===== src/rtl/chain_encoder_pkg.sv =====
// Shared types and constants for the chained transmit encoder.
// CHAIN_ENCODER_PARITY_EN widens each FIFO entry by a stored parity bit.
package chain_encoder_pkg;

    typedef enum logic [0:0] {
        S_SYNC = 1'b0,
        S_DATA = 1'b1
    } state_t;

    localparam logic [7:0] DEF_SYNC_WORD = 8'hA5;
    localparam logic [7:0] DEF_SEED      = 8'h00;

`ifdef CHAIN_ENCODER_PARITY_EN
    localparam int ENTRY_W = 10;
`else
    localparam int ENTRY_W = 9;
`endif

    // Entry layout: {[parity,] sync, byte}; parity is fixed at push time.
    function automatic logic [ENTRY_W-1:0] pack_entry(input logic sync, input logic [7:0] data);
`ifdef CHAIN_ENCODER_PARITY_EN
        return {^data, sync, data};
`else
        return {sync, data};
`endif
    endfunction

endpackage


===== src/rtl/tx_fifo.sv =====
// First-word fall-through FIFO with synchronous active-low reset.
// Reset clears storage too, so the stale head reads as zero afterwards.
module tx_fifo #(
    parameter int WIDTH = 9,
    parameter int DEPTH = 4
) (
    input  logic             clk,
    input  logic             reset,
    input  logic             push,
    input  logic [WIDTH-1:0] push_data,
    input  logic             pop,
    output logic [WIDTH-1:0] head,
    output logic             full,
    output logic             empty
);

    localparam int ADDR_W = $clog2(DEPTH);

    logic [WIDTH-1:0]  mem [DEPTH];
    logic [ADDR_W-1:0] wr_ptr;
    logic [ADDR_W-1:0] rd_ptr;
    logic [ADDR_W:0]   count;
    logic              do_push;
    logic              do_pop;

    assign full    = (count == (ADDR_W+1)'(DEPTH));
    assign empty   = (count == '0);
    assign do_push = push && !full;
    assign do_pop  = pop && !empty;
    assign head    = mem[rd_ptr];

    always_ff @(posedge clk) begin
        if (!reset) begin
            wr_ptr <= '0;
            rd_ptr <= '0;
            count  <= '0;
            for (int i = 0; i < DEPTH; i++) begin
                mem[i] <= '0;
            end
        end else begin
            if (do_push) begin
                mem[wr_ptr] <= push_data;
                wr_ptr      <= wr_ptr + 1'b1;
            end
            if (do_pop) begin
                rd_ptr <= rd_ptr + 1'b1;
            end
            case ({do_push, do_pop})
                2'b10:   count <= count + 1'b1;
                2'b01:   count <= count - 1'b1;
                default: count <= count;
            endcase
        end
    end

endmodule


===== src/rtl/chain_encoder_tx.sv =====
// Differential (running-XOR) byte encoder with periodic sync insertion into a FWFT FIFO.
// CHAIN_ENCODER_PARITY_EN adds out_parity, the even parity of the head byte.
//
// state  | meaning
// S_SYNC | waiting for FIFO space to emit the sync word and restart the chain
// S_DATA | accepting payload bytes for the current frame
module chain_encoder_tx
    import chain_encoder_pkg::*;
#(
    parameter int          DEPTH     = 4,
    parameter int          FRAME_LEN = 8,
    parameter logic [7:0]  SYNC_WORD = DEF_SYNC_WORD,
    parameter logic [7:0]  SEED      = DEF_SEED
) (
    input  logic       clk,
    input  logic       reset,
    input  logic       in_valid,
    output logic       in_ready,
    input  logic [7:0] in_data,
    output logic       out_valid,
    input  logic       out_ready,
    output logic [7:0] out_data,
    output logic       out_sync
`ifdef CHAIN_ENCODER_PARITY_EN
    ,
    output logic       out_parity
`endif
);

    localparam int                CNT_W    = $clog2(FRAME_LEN + 1);
    localparam logic [CNT_W-1:0]  LAST_IDX = CNT_W'(FRAME_LEN - 1);

    state_t             state;
    state_t             state_nxt;
    logic [CNT_W-1:0]   frame_cnt;
    logic [CNT_W-1:0]   cnt_nxt;
    logic [7:0]         chain;
    logic [7:0]         chain_nxt;
    logic [7:0]         enc;
    logic               push;
    logic [ENTRY_W-1:0] push_entry;
    logic [ENTRY_W-1:0] head;
    logic               fifo_full;
    logic               fifo_empty;

    always_ff @(posedge clk) begin
        if (!reset) begin
            state     <= S_SYNC;
            frame_cnt <= '0;
            chain     <= SEED;
        end else begin
            state     <= state_nxt;
            frame_cnt <= cnt_nxt;
            chain     <= chain_nxt;
        end
    end

    assign enc = in_data ^ chain;

    always_comb begin
        state_nxt  = state;
        cnt_nxt    = frame_cnt;
        chain_nxt  = chain;
        push       = 1'b0;
        push_entry = pack_entry(1'b0, enc);
        in_ready   = 1'b0;
        case (state)
            S_SYNC: begin
                if (!fifo_full) begin
                    push       = 1'b1;
                    push_entry = pack_entry(1'b1, SYNC_WORD);
                    chain_nxt  = SEED;
                    cnt_nxt    = '0;
                    state_nxt  = S_DATA;
                end
            end
            S_DATA: begin
                // Readiness is a function of FIFO space only, never of out_ready.
                in_ready = !fifo_full;
                if (in_valid && !fifo_full) begin
                    push      = 1'b1;
                    chain_nxt = enc;
                    if (frame_cnt == LAST_IDX) begin
                        state_nxt = S_SYNC;
                    end else begin
                        cnt_nxt = frame_cnt + 1'b1;
                    end
                end
            end
            default: state_nxt = S_SYNC;
        endcase
    end

    tx_fifo #(
        .WIDTH (ENTRY_W),
        .DEPTH (DEPTH)
    ) u_fifo (
        .clk       (clk),
        .reset     (reset),
        .push      (push),
        .push_data (push_entry),
        .pop       (out_ready && !fifo_empty),
        .head      (head),
        .full      (fifo_full),
        .empty     (fifo_empty)
    );

    assign out_valid = !fifo_empty;
    assign out_data  = head[7:0];
    assign out_sync  = head[8];
`ifdef CHAIN_ENCODER_PARITY_EN
    assign out_parity = head[9];
`endif

endmodule


===== config.mk =====
export PLATFORM = sky130hd
export DESIGN_NAME = chain_encoder_tx
export DESIGN_NICKNAME = d
export VERILOG_FILES = /design/src/rtl/chain_encoder_pkg.sv /design/src/rtl/tx_fifo.sv /design/src/rtl/chain_encoder_tx.sv
export SDC_FILE = /design/constraint.sdc
export NUM_CORES = 1
export LEC_CHECK = 0
export CORE_ASPECT_RATIO = 0.7
export CORE_UTILIZATION = 55
export CTS_BUF_LIST = sky130_fd_sc_hd__clkbuf_8
export CTS_CLUSTER_DIAMETER = 120
export CTS_CLUSTER_SIZE = 40
export DETAILED_ROUTE_END_ITERATION = 12
export GPL_ROUTABILITY_DRIVEN = 0
export PLACE_DENSITY = 0.76
export SLEW_MARGIN = 0
export SYNTH_ARGS = -nofsm -noshare
export SYNTH_HDL_FRONTEND = slang
export SYNTH_SLANG_ARGS = --single-unit

===== constraint.sdc =====
create_clock -name clk -period 3 [get_ports clk]
set_input_delay 0.45 -clock clk [delete_from_list [all_inputs] [get_ports clk]]
set_output_delay 0.45 -clock clk [all_outputs]
set_load 0.02 [all_outputs]

==> out/summary.json <==
{
  "outcome": {"value": "completed"},
  "setup_viol": {"value": 0},
  "n_antenna_cell": {"value": 0},
  "synth_top_area_share": {"value": 38.2, "unit": "%"},
  "synth_enable_flop_cells": {"value": 36},
  "ctsRootBufferMaster": {"value": "sky130_fd_sc_hd__clkbuf_8"},
  "routed_wire_length_per_instance": {"value": 15.4, "unit": "um"},
  "number_of_buffers_added_by_the_clock_tree_synthesis_step": {"value": 9},
  "worstPathRequired": {"value": 2550, "unit": "ps"},
  "ys_types": {"value": 48},
  "slew-limit-headroom": {"value": 59.0, "unit": "%"},
  "detail_route.vias_per_cell": {"value": 5.46},
  "hpwlAfterDp": {"value": 3910, "unit": "um"},
  "maxSlewViolCount": {"value": 0},
  "postRouteAntennaNets": {"value": 0},
  "post_synthesis_cell_area": {"value": 2830, "unit": "um^2"},
  "pin_count_of_the_biggest_net_entering_global_routing": {"value": 23},
  "setup.worst_path.class": {"value": "flop to output port"},
  "detailed_route_iter0_violations": {"value": 170},
  "netlist_instances": {"value": 257},
  "async_reset_ff_share": {"value": 0, "unit": "%"},
  "place_worst_setup_slack": {"value": 502, "unit": "ps"},
  "power.leakage": {"value": 1.18, "unit": "nW"},
  "tritoncts_num_sinks": {"value": 58},
  "synth_top_cells_by_area": {"value": "sky130_fd_sc_hd__edfxtp_1 (38%), sky130_fd_sc_hd__dfxtp_1 (16%), sky130_fd_sc_hd__mux4_2 (7.2%), sky130_fd_sc_hd__nor2_1 (4.6%), sky130_fd_sc_hd__nand2_1 (4.2%)"},
  "rows": {"value": 21},
  "resize_count_post_cts": {"value": 0},
  "layout.filler_cells": {"value": 371},
  "cts_tree": {"value": "yes"},
  "clk_path_buf_depth": {"value": 2},
  "final_layout_size_suffix_gt1_share": {"value": 13.8, "unit": "%"},
  "drt_wl_total": {"value": 5510, "unit": "um"},
  "rsz_0062_raised_after_global_routing": {"value": "false"},
  "worstHoldStart": {"value": "chain[6]$_SDFFE_PN0P_"},
  "dr_total_vias": {"value": 1960},
  "grt-ovfl-total": {"value": 0},
  "fmaxAchievable": {"value": 376, "unit": "MHz"},
  "core_area": {"value": 4860, "unit": "um^2"},
  "die_height": {"value": 62.0, "unit": "um"},
  "syn_area_per_cell": {"value": 11.0, "unit": "um^2"},
  "skew": {"value": 6.96, "unit": "ps"},
  "ys_seq_elements": {"value": 58},
  "min_path_type": {"value": "flop to flop"},
  "postSynth.topFlopCell": {"value": "sky130_fd_sc_hd__edfxtp_1"},
  "synth.net_count": {"value": 272},
  "grt_pass1_vias": {"value": 1792},
  "timing.setup.tns": {"value": 0, "unit": "ps"},
  "timing.reg2reg.worst_path_depth": {"value": 8},
  "total_count_of_hold_check_failures_in_the_final_report": {"value": 0},
  "num_io_pins": {"value": 23},
  "part_of_the_cycle_the_worst_path_needs": {"value": 88.7, "unit": "%"},
  "startpoint_type": {"value": "flop"},
  "post_cts_hold_buffer_count": {"value": 0},
  "antenna_found_initial": {"value": 0},
  "period_minus_slack": {"value": 2660, "unit": "ps"},
  "die_width": {"value": 87.7, "unit": "um"},
  "irDropWorstVdd": {"value": 0.346, "unit": "mV"},
  "commonest_cells_in_the_netlist": {"value": "sky130_fd_sc_hd__edfxtp_1 (36), sky130_fd_sc_hd__nor2_1 (35), sky130_fd_sc_hd__nand2_1 (32)"},
  "synth_area_leader_cell": {"value": "sky130_fd_sc_hd__edfxtp_1"},
  "maxCapViolations": {"value": 0},
  "synth_sequential_area_ratio": {"value": 53.8, "unit": "%"},
  "tightest_slew": {"value": 614, "unit": "ps"},
  "post-route-drc-count": {"value": 0},
  "min_path_cells": {"value": 2},
  "yosys_warnings": {"value": 0},
  "reg2reg_from": {"value": "u_fifo.count[2]$_SDFFE_PN0P_"},
  "grt_pass1_wl": {"value": 8700, "unit": "um"},
  "starting_density_of_the_core": {"value": 58.2, "unit": "%"},
  "multiInputGateArea": {"value": 1210, "unit": "um^2"},
  "timing.reg2reg.setup_slack": {"value": 550, "unit": "ps"},
  "design.die.area": {"value": 5440, "unit": "um^2"},
  "finish.net_count": {"value": 300},
  "overall_routing_resource_usage": {"value": 22.6, "unit": "%"},
  "reg2reg_to": {"value": "u_fifo.count[2]$_SDFFE_PN0P_"},
  "clkSlewWorstSetupHoldPaths": {"value": 70, "unit": "ps"},
  "worst_hold_end": {"value": "chain[6]$_SDFFE_PN0P_"},
  "worst_slack": {"value": 340, "unit": "ps"},
  "area.sequential": {"value": 1520, "unit": "um^2"},
  "post_cts_setup_buffer_count": {"value": 0},
  "clock_insertion_delay_worst_skew": {"value": 340, "unit": "ps"},
  "post_synthesis_to_final_layout_area_growth": {"value": 16.4, "unit": "%"},
  "cellPowerDensity": {"value": 751, "unit": "nW/um^2"},
  "worst-endpoint-arrival": {"value": 2210, "unit": "ps"},
  "crit_path_max_fanout": {"value": 9},
  "cts-htree-levels": {"value": 3},
  "i_o_buffers": {"value": 22},
  "yosys.cell_count.top_type": {"value": "sky130_fd_sc_hd__edfxtp_1"},
  "drt_pre_antenna_iters": {"value": 4},
  "crit_path_end_kind": {"value": "output port"}
}
[where the power goes]
group | switching, W | internal [W]
clock | 0.000320 | 0.000295
combinational | 0.000387 | 0.000368
sequential | 0.000108 | 0.000993
[critical path: stages, from the launching register on]
cell and delay (ps):
sky130_fd_sc_hd__dfxtp_1 710, sky130_fd_sc_hd__mux4_2 590, sky130_fd_sc_hd__clkdlybuf4s50_1 570
[metrics by stage]
| step | area, um^2 | std cells | utilization [%] | hold slack (ps) | power (W) |
|---|---|---|---|---|---|
| 5_1_grt | 3290 | 359 | 67.7 | 517 | 0.00260 |
| 6_report | 3290 | 359 | 67.7 | 494 | 0.00247 |
| 3_5_place_dp | 3120 | 343 | 64.2 | 483 | 0.00188 |
| 4_1_cts | 3290 | 359 | 67.7 | 492 | 0.00249 |
| 3_3_place_gp | 3120 | 343 | 64.2 | 474 | 0.00185 |
| 2_1_floorplan | 2830 | 257 | - | 455 | 0.00161 |
[final cells by class]
| class | instances | area share (%) |
|---|---|---|
| Inverter | 5 | 0.570 |
| Clock buffer | 9 | 3.76 |
| Multi-Input combinational cell | 180 | 36.7 |
| Clock inverter | 7 | 1.41 |
| Sequential cell | 58 | 46.2 |
| Tap cell | 69 | 2.62 |
| Timing Repair Buffer | 31 | 8.74 |
[state kept, by name, summed over array words and instances (netlist names), named ones only]
name	count
u_fifo.count	3
u_fifo.rd_ptr	2
u_fifo.wr_ptr	2
chain	8
state	1
u_fifo.mem	36
frame_cnt	4
[metal layers]
metal / GRT usage [%] / vias up / routed length (um)
met2: 35.8 / 57 / 2560
met3: 8.19 / 6 / 282
li1: - / 980 / -
met1: 29.1 / 917 / 2620
met4: 8.20 / 0 / 51
met5: 0 / - / 0
[cell usage in the layout (no fill, tap or decap), types with 2 or more instances in the layout]
master / synthesis / layout
sky130_fd_sc_hd__xnor2_1: 5 / 5
sky130_fd_sc_hd__a21boi_0: 2 / 2
sky130_fd_sc_hd__o22ai_1: 8 / 8
sky130_fd_sc_hd__mux2i_1: 2 / 2
sky130_fd_sc_hd__nand3b_1: 9 / 9
sky130_fd_sc_hd__clkinv_2: 0 / 2
sky130_fd_sc_hd__a21oi_1: 13 / 13
sky130_fd_sc_hd__inv_1: 4 / 4
sky130_fd_sc_hd__dfxtp_1: 22 / 22
sky130_fd_sc_hd__nor2b_1: 8 / 8
sky130_fd_sc_hd__clkinv_4: 0 / 2
sky130_fd_sc_hd__nand4_1: 4 / 4
sky130_fd_sc_hd__o21ai_0: 9 / 9
sky130_fd_sc_hd__clkdlybuf4s50_1: 0 / 22
sky130_fd_sc_hd__xor2_1: 7 / 7
sky130_fd_sc_hd__mux4_2: 9 / 9
sky130_fd_sc_hd__nand2b_1: 3 / 3
sky130_fd_sc_hd__clkbuf_8: 0 / 9
sky130_fd_sc_hd__nand2_1: 32 / 32
sky130_fd_sc_hd__clkinv_1: 1 / 2
sky130_fd_sc_hd__nand2_2: 2 / 2
sky130_fd_sc_hd__nand3_1: 5 / 5
sky130_fd_sc_hd__a31oi_1: 2 / 2
sky130_fd_sc_hd__buf_4: 1 / 9
sky130_fd_sc_hd__or3_1: 3 / 3
sky130_fd_sc_hd__nor3_1: 2 / 2
sky130_fd_sc_hd__clkinvlp_4: 0 / 2
sky130_fd_sc_hd__edfxtp_1: 36 / 36
sky130_fd_sc_hd__ha_1: 2 / 2
sky130_fd_sc_hd__nor2_1: 35 / 35
[worst max path at each step]
stage | cells after the start | end | slack, ps
after floorplan | 10 | u_fifo.count[2]$_SDFFE_PN0P_ | 710
after global placement | 9 | u_fifo.count[2]$_SDFFE_PN0P_ | 550
after detailed placement | 9 | u_fifo.count[2]$_SDFFE_PN0P_ | 500
after CTS | 2 | out_data[4] | 270
after global routing | 2 | out_data[4] | 220
final | 2 | out_data[4] | 340
[cells by family (layout without fill, tap and decap cells)]
| group | count (synthesis) | in the layout | synth area share (%) |
|---|---|---|---|
| compound gates | 41 | 41 | 9.03 |
| xor+xnor | 12 | 12 | 3.72 |
| fa+ha+maj | 3 | 3 | 1.59 |
| buf+inv | 19 | 52 | 3.50 |
| flops | 58 | 58 | 53.8 |
| mux | 11 | 11 | 7.88 |
| simple gates | 113 | 113 | 20.5 |
Power figures use the tool's default switching activity.
==> RTL edit 1: new RTL, same settings <==
Put a register stage on the output `out_sync`, without a reset. The value now appears one clock later. The other outputs are not delayed to match.
--- a/src/rtl/chain_encoder_tx.sv
+++ b/src/rtl/chain_encoder_tx.sv
@@ -109,3 +109,5 @@
     assign out_data  = head[7:0];
-    assign out_sync  = head[8];
+    always_ff @(posedge clk) begin
+        out_sync <= head[8];
+    end
 `ifdef CHAIN_ENCODER_PARITY_EN
Check against the original RTL: not equivalent (a bounded check fails within 4 cycles, from zero or initial values and one cycle with reset low).
==> RTL edit 1 against the unedited design <==
- area after synthesis grew 2.8%
- routed wire length rose by 0.85%
- die area grew 2.8%
- sequential share of layout area down 0.21 points
- sequential cell count grew 1
- non-clock buffer count did not move
- setup slack gained 23 ps
- combinational power down 0.5%
- count of clock-buffer cells in the layout did not move
- total power up 6.9%
- first-iteration DRC count fell by 6.5%
- design area is 1.8% higher
- critical path type unchanged
- critical endpoint is now out_data[5]
- highest routed layer unchanged
==> RTL edit 1: results (changes against the unedited design) <==
Run status
  – Outcome: completed

Cells and area
  – Ratio of cells with drive above 1 in the final layout: 13.40% (-0.39 points)
  – Ant diodes: 0 (unchanged)
  – Nets: 301 (+0.33%)
  – Largest registers: u_fifo.mem (36), chain (8), frame_cnt (4)

Placement
  – Post-DP HPWL: 3901 um (-0.30%)
  – Post-DP Area: 3142 um2 (+0.64%)
  – Buffers on Ports: 22 (unchanged)

Clock network
  – Clock transition at path regs: 60 ps
  – Setup Buffers After CTS: 0 (unchanged)
  – Num CTS Buffers: 9 (unchanged)
  – Worst-Skew Late Latency: 340 ps (about the same)
  – PostCTS Resize Cnt: 0 (unchanged)
  – Root Buffer: clkbuf_8
  – Maximum buffer depth of the clock tree: 2 (unchanged)
  – H-tree Lvls: 3 (unchanged)

Global routing
  – Initial antenna violation count: 0 (unchanged)
  – Vias in the first global route: 1837 (+2.5%)
  – Largest net degree at the start of global routing: 31 (+35%)
  – Grt ovf: 0 (unchanged)
  – Total GRT Usage: 22.22% (-0.36 points)
  – First-pass GRT wire length: 8935 um (+2.7%)

Setup path
  – Worst Path Arrival: 2190 ps (-20 ps)
  – Critical Path Fanout Max: 9 (unchanged)
  – CP peak stage delay: 710 ps (about the same)
  – Register-to-register setup slack: 600 ps (+50 ps)
  – Family with the most delay on the worst path: flip-flops
  – CP max stage cell: dfxtp_1

STA
  – WHS: 492.0 ps (-1.480 ps)
  – Max-Slew Margin vs Limit: 59.18% (+0.18 points)
  – Clock skew: 8.684 ps (+1.723 ps)

Pwr
  – Switching part of the total power: 30.33% (-2.6 points)
  – Max VDD drop: 401.7 uV (+16%)
  – Leakage Power: 0.001216 uW (+2.8%)

Yosys
  – Syn_nets: 281 (+3.3%)
  – Async S/R FF share, synth: 0% (unchanged)
  – Synth top cells by count: edfxtp_1, nor2_1, nand2_1
  – Seq/Total Area, Yosys: 53.01% (-0.79 points)
  – Area contributors post-synth: edfxtp_1, dfxtp_1, mux4_2, nor2_1, nand2_1
  – Yosys warns: 0 (unchanged)
  – Cell variety after synth: 48 (unchanged)
  – EDFF count, synth: 36 (unchanged)

Route
  – TritonRoute pass-1 iters: 5 (+1)
  – Final wirelength: 5561 um (+0.85%)
  – Drt first-iter violations: 159 (-6.5%)
  – Via count: 2041 (+4.1%)

Worst hold path
  – Worst hold path type: reg2reg
==> RTL edit 1: through the flow <==
step	instances	utilization (%)	setup slack [ps]
final	360	67.83	363.1
after global routing	360	67.83	224.0
after CTS	360	67.83	316.9
after detailed placement	344	63.60	537.1
after global placement	344	63.60	590.9
after floorplan	266	-	707.0
==> RTL edit 1: cells by family after synthesis <==
logic type / share of synthesized area (%)
DFF: 53.01
xor gates and xnor gates: 3.614
AOI/OAI and AO/OA: 8.778
and+or+nand+nor: 19.92
buffers and inverters: 5.464
muxes: 7.659
adders and majority gates: 1.549
==> RTL edit 1: tightest hold or removal path, stage by stage, from the launching register on <==
cell and delay [ps]:
dfxtp_1 330, nand2_1 60, mux2i_1 60
==> RTL edit 1: area by class of cell <==
cell class              count  area, um2
clock buffers               9      123.9
clock inverters             7      85.08
fillers                   402       1589
inverters                   5      18.77
multi-input cells         180       1207
flip-flops and latches     59       1541
well taps                  69      86.33
repair buffers             31      287.8
==> RTL edit 1: path summary, 6_finish.rpt <==
path,from,endpoint,cells after the start
hold reg to reg,frame_cnt[0],frame_cnt[0],2
setup / recovery,flop,out_data[5],2
setup reg to reg,u_fifo.count[2],u_fifo.count[2],8
hold / removal,frame_cnt[0],frame_cnt[0],2
==> RTL edit 1: routing by layer <==
metal  wire length, um  GRT usage (%)  up-vias
li1                  -              -      985
met1              2461          30.50      973
met2              2621          32.88       76
met3               418          6.341        7
met4                59          9.476        0
met5                 0              0        -
==> RTL edit 1: power groups by stage <==
stage          registers, uW  logic, uW  clock network (uW)
2_1_floorplan           1080        619                   0
3_3_place_gp            1140        735                   0
3_5_place_dp            1150        752                   0
4_1_cts                 1130        753                 770
5_1_grt                 1150        815                 805
6_report                1130        752                 763
==> RTL edit 2: new RTL, same flow settings <==
Without the edit above. The option `CHAIN_ENCODER_PARITY_EN` is turned on by a define.
--- a/src/rtl/chain_encoder_pkg.sv
+++ b/src/rtl/chain_encoder_pkg.sv
@@ -2,2 +2,4 @@
 // CHAIN_ENCODER_PARITY_EN widens each FIFO entry by a stored parity bit.
+`define CHAIN_ENCODER_PARITY_EN
+
 package chain_encoder_pkg;
Function (old outputs only; new: out_parity): kept (Yosys induction, for registers that start in step).
==> RTL edit 2 against the unedited design <==
- setup slack gained 220 ps
- total power increased by 13%
- die area increased by 1.2%
- design area increased by 3.2%
- via count decreased by 3.5%
- sequential cell count rose by 4
- area after synthesis increased by 1.2%
- routed wire length decreased by 0.58%
- critical endpoint is now out_data[3]
==> RTL edit 2: results (changes against the unedited design) <==
Setup path
  – CP max stage cell: clkdlybuf4s50_1
  – Setup crit end: out_data[3]
  – CP peak stage delay: 560 ps (-150 ps)
  – RR Startpoint: u_fifo.count[2]
  – Critical Path Fanout Max: 10 (+1)
  – Worst reg2reg path depth: 9 (+1)
  – Register-to-register setup slack: 710 ps (+160 ps)
  – FF-to-FF End: u_fifo.count[2]

Placement
  – Post-DP HPWL: 3883 um (-0.76%)
  – Buffers on Ports: 23 (+4.5%)
  – Post-DP Area: 3196 um2 (+2.4%)

Yosys
  – Synthesized-area fraction occupied by adder cells: 1.574% (-0.019 points)
  – Seq/Total Area, Yosys: 57.37% (+3.6 points)
  – Syn_nets: 254 (-6.6%)
  – Compound-Gate Fraction of Synth Area: 6.209% (-2.8 points)
  – EDFF count, synth: 40 (+11%)
  – Synth top cells by count: edfxtp_1, nor2_1, dfxtp_1
  – Area contributors post-synth: edfxtp_1, dfxtp_1, mux4_2, nor2_1, xor2_1
  – XOR/XNOR share of the synthesized area: 6.909% (+3.2 points)
  – Mux cell area share after synthesis: 7.871% (about the same)
  – Cell variety after synth: 39 (-19%)

STA
  – Worst Tran Pin Value: 535.2 ps (-78.96 ps)
  – Clock skew: 4.594 ps (-2.367 ps)
  – WHS: 486.8 ps (-6.760 ps)

Cells and area
  – Nonclk inv count: 12 (+7)
  – Ratio of cells with drive above 1 in the final layout: 15.58% (+1.8 points)
  – Layout clock area frac: 5.930% (+0.76 points)
  – Seq_cells: 62 (+6.9%)
  – Largest registers: u_fifo.mem (40), chain (8), frame_cnt (4)
  – Sequential share of cell area: 48.32% (+2.1 points)
  – Layout area overhead: 18.71%
  – Multi-input combinational area share: 33.33% (-3.3 points)
  – Nets: 287 (-4.3%)
  – Comb_multi_in: 156 (-13%)
  – Fillers: 374 (+0.81%)
  – Non-clock buffer share: 8.545% (-0.20 points)

Clock network
  – H-tree Lvls: 3 (unchanged)
  – Setup Buffers After CTS: 0 (unchanged)

Route
  – Drt wl/cell: 15.89 um (+3.5%)
  – Drt first-iter violations: 124 (-27%)
  – Routed vias/inst: 5.484 (+0.45%)

Worst hold path
  – Worst hold endpoint: chain[1]
  – Hold Crit Start: chain[1]

Pwr
  – Leakage Power: 0.001304 uW (+10%)
  – Sw Pwr: 846.1 uW (+3.8%)
  – Max VDD drop: 380.1 uV (+9.9%)

Global routing
  – First-pass GRT wire length: 9342 um (+7.4%)
  – Vias in the first global route: 1874 (+4.6%)
  – Largest net degree at the start of global routing: 22 (-4.3%)
  – Global routing usage on met1: 33.64% (+4.5 points)
  – GRT met2 Usage: 33.94% (-1.8 points)
  – Total GRT Usage: 23.61% (+1.0 points)
  – M3 GR Usage: 9.043% (+0.85 points)

Run status
  – Outcome: completed
RTL edit 2: stage by stage:
step / cells / setup slack, ps
finish: 345 / 555.4
global route: 345 / 480.8
CTS: 345 / 523.0
detailed placement: 330 / 297.5
global placement: 330 / 468.1
floorplan: 239 / 862.4
RTL edit 2: routing by layer:
metal  wire length (um)  part of all wire, %
met5                  0                    0
met4                 70                  1.3
met3                296                  5.4
met2               2545                   46
met1               2570                   47
RTL edit 2: worst max-delay path: cells and delay by family, from the launching register on:
kind | cells | cell delay [ps]
buf+inv | 2 | 790
mux | 1 | 540
flops | 1 | 330
RTL edit 2: power groups by stage:
stage | Combinational, uW | Sequential [uW] | Clock [uW]
floorplan | 610 | 1140 | 0
global placement | 867 | 1170 | 0
detailed placement | 883 | 1170 | 0
CTS | 887 | 1160 | 767
global route | 960 | 1170 | 804
finish | 880 | 1160 | 759
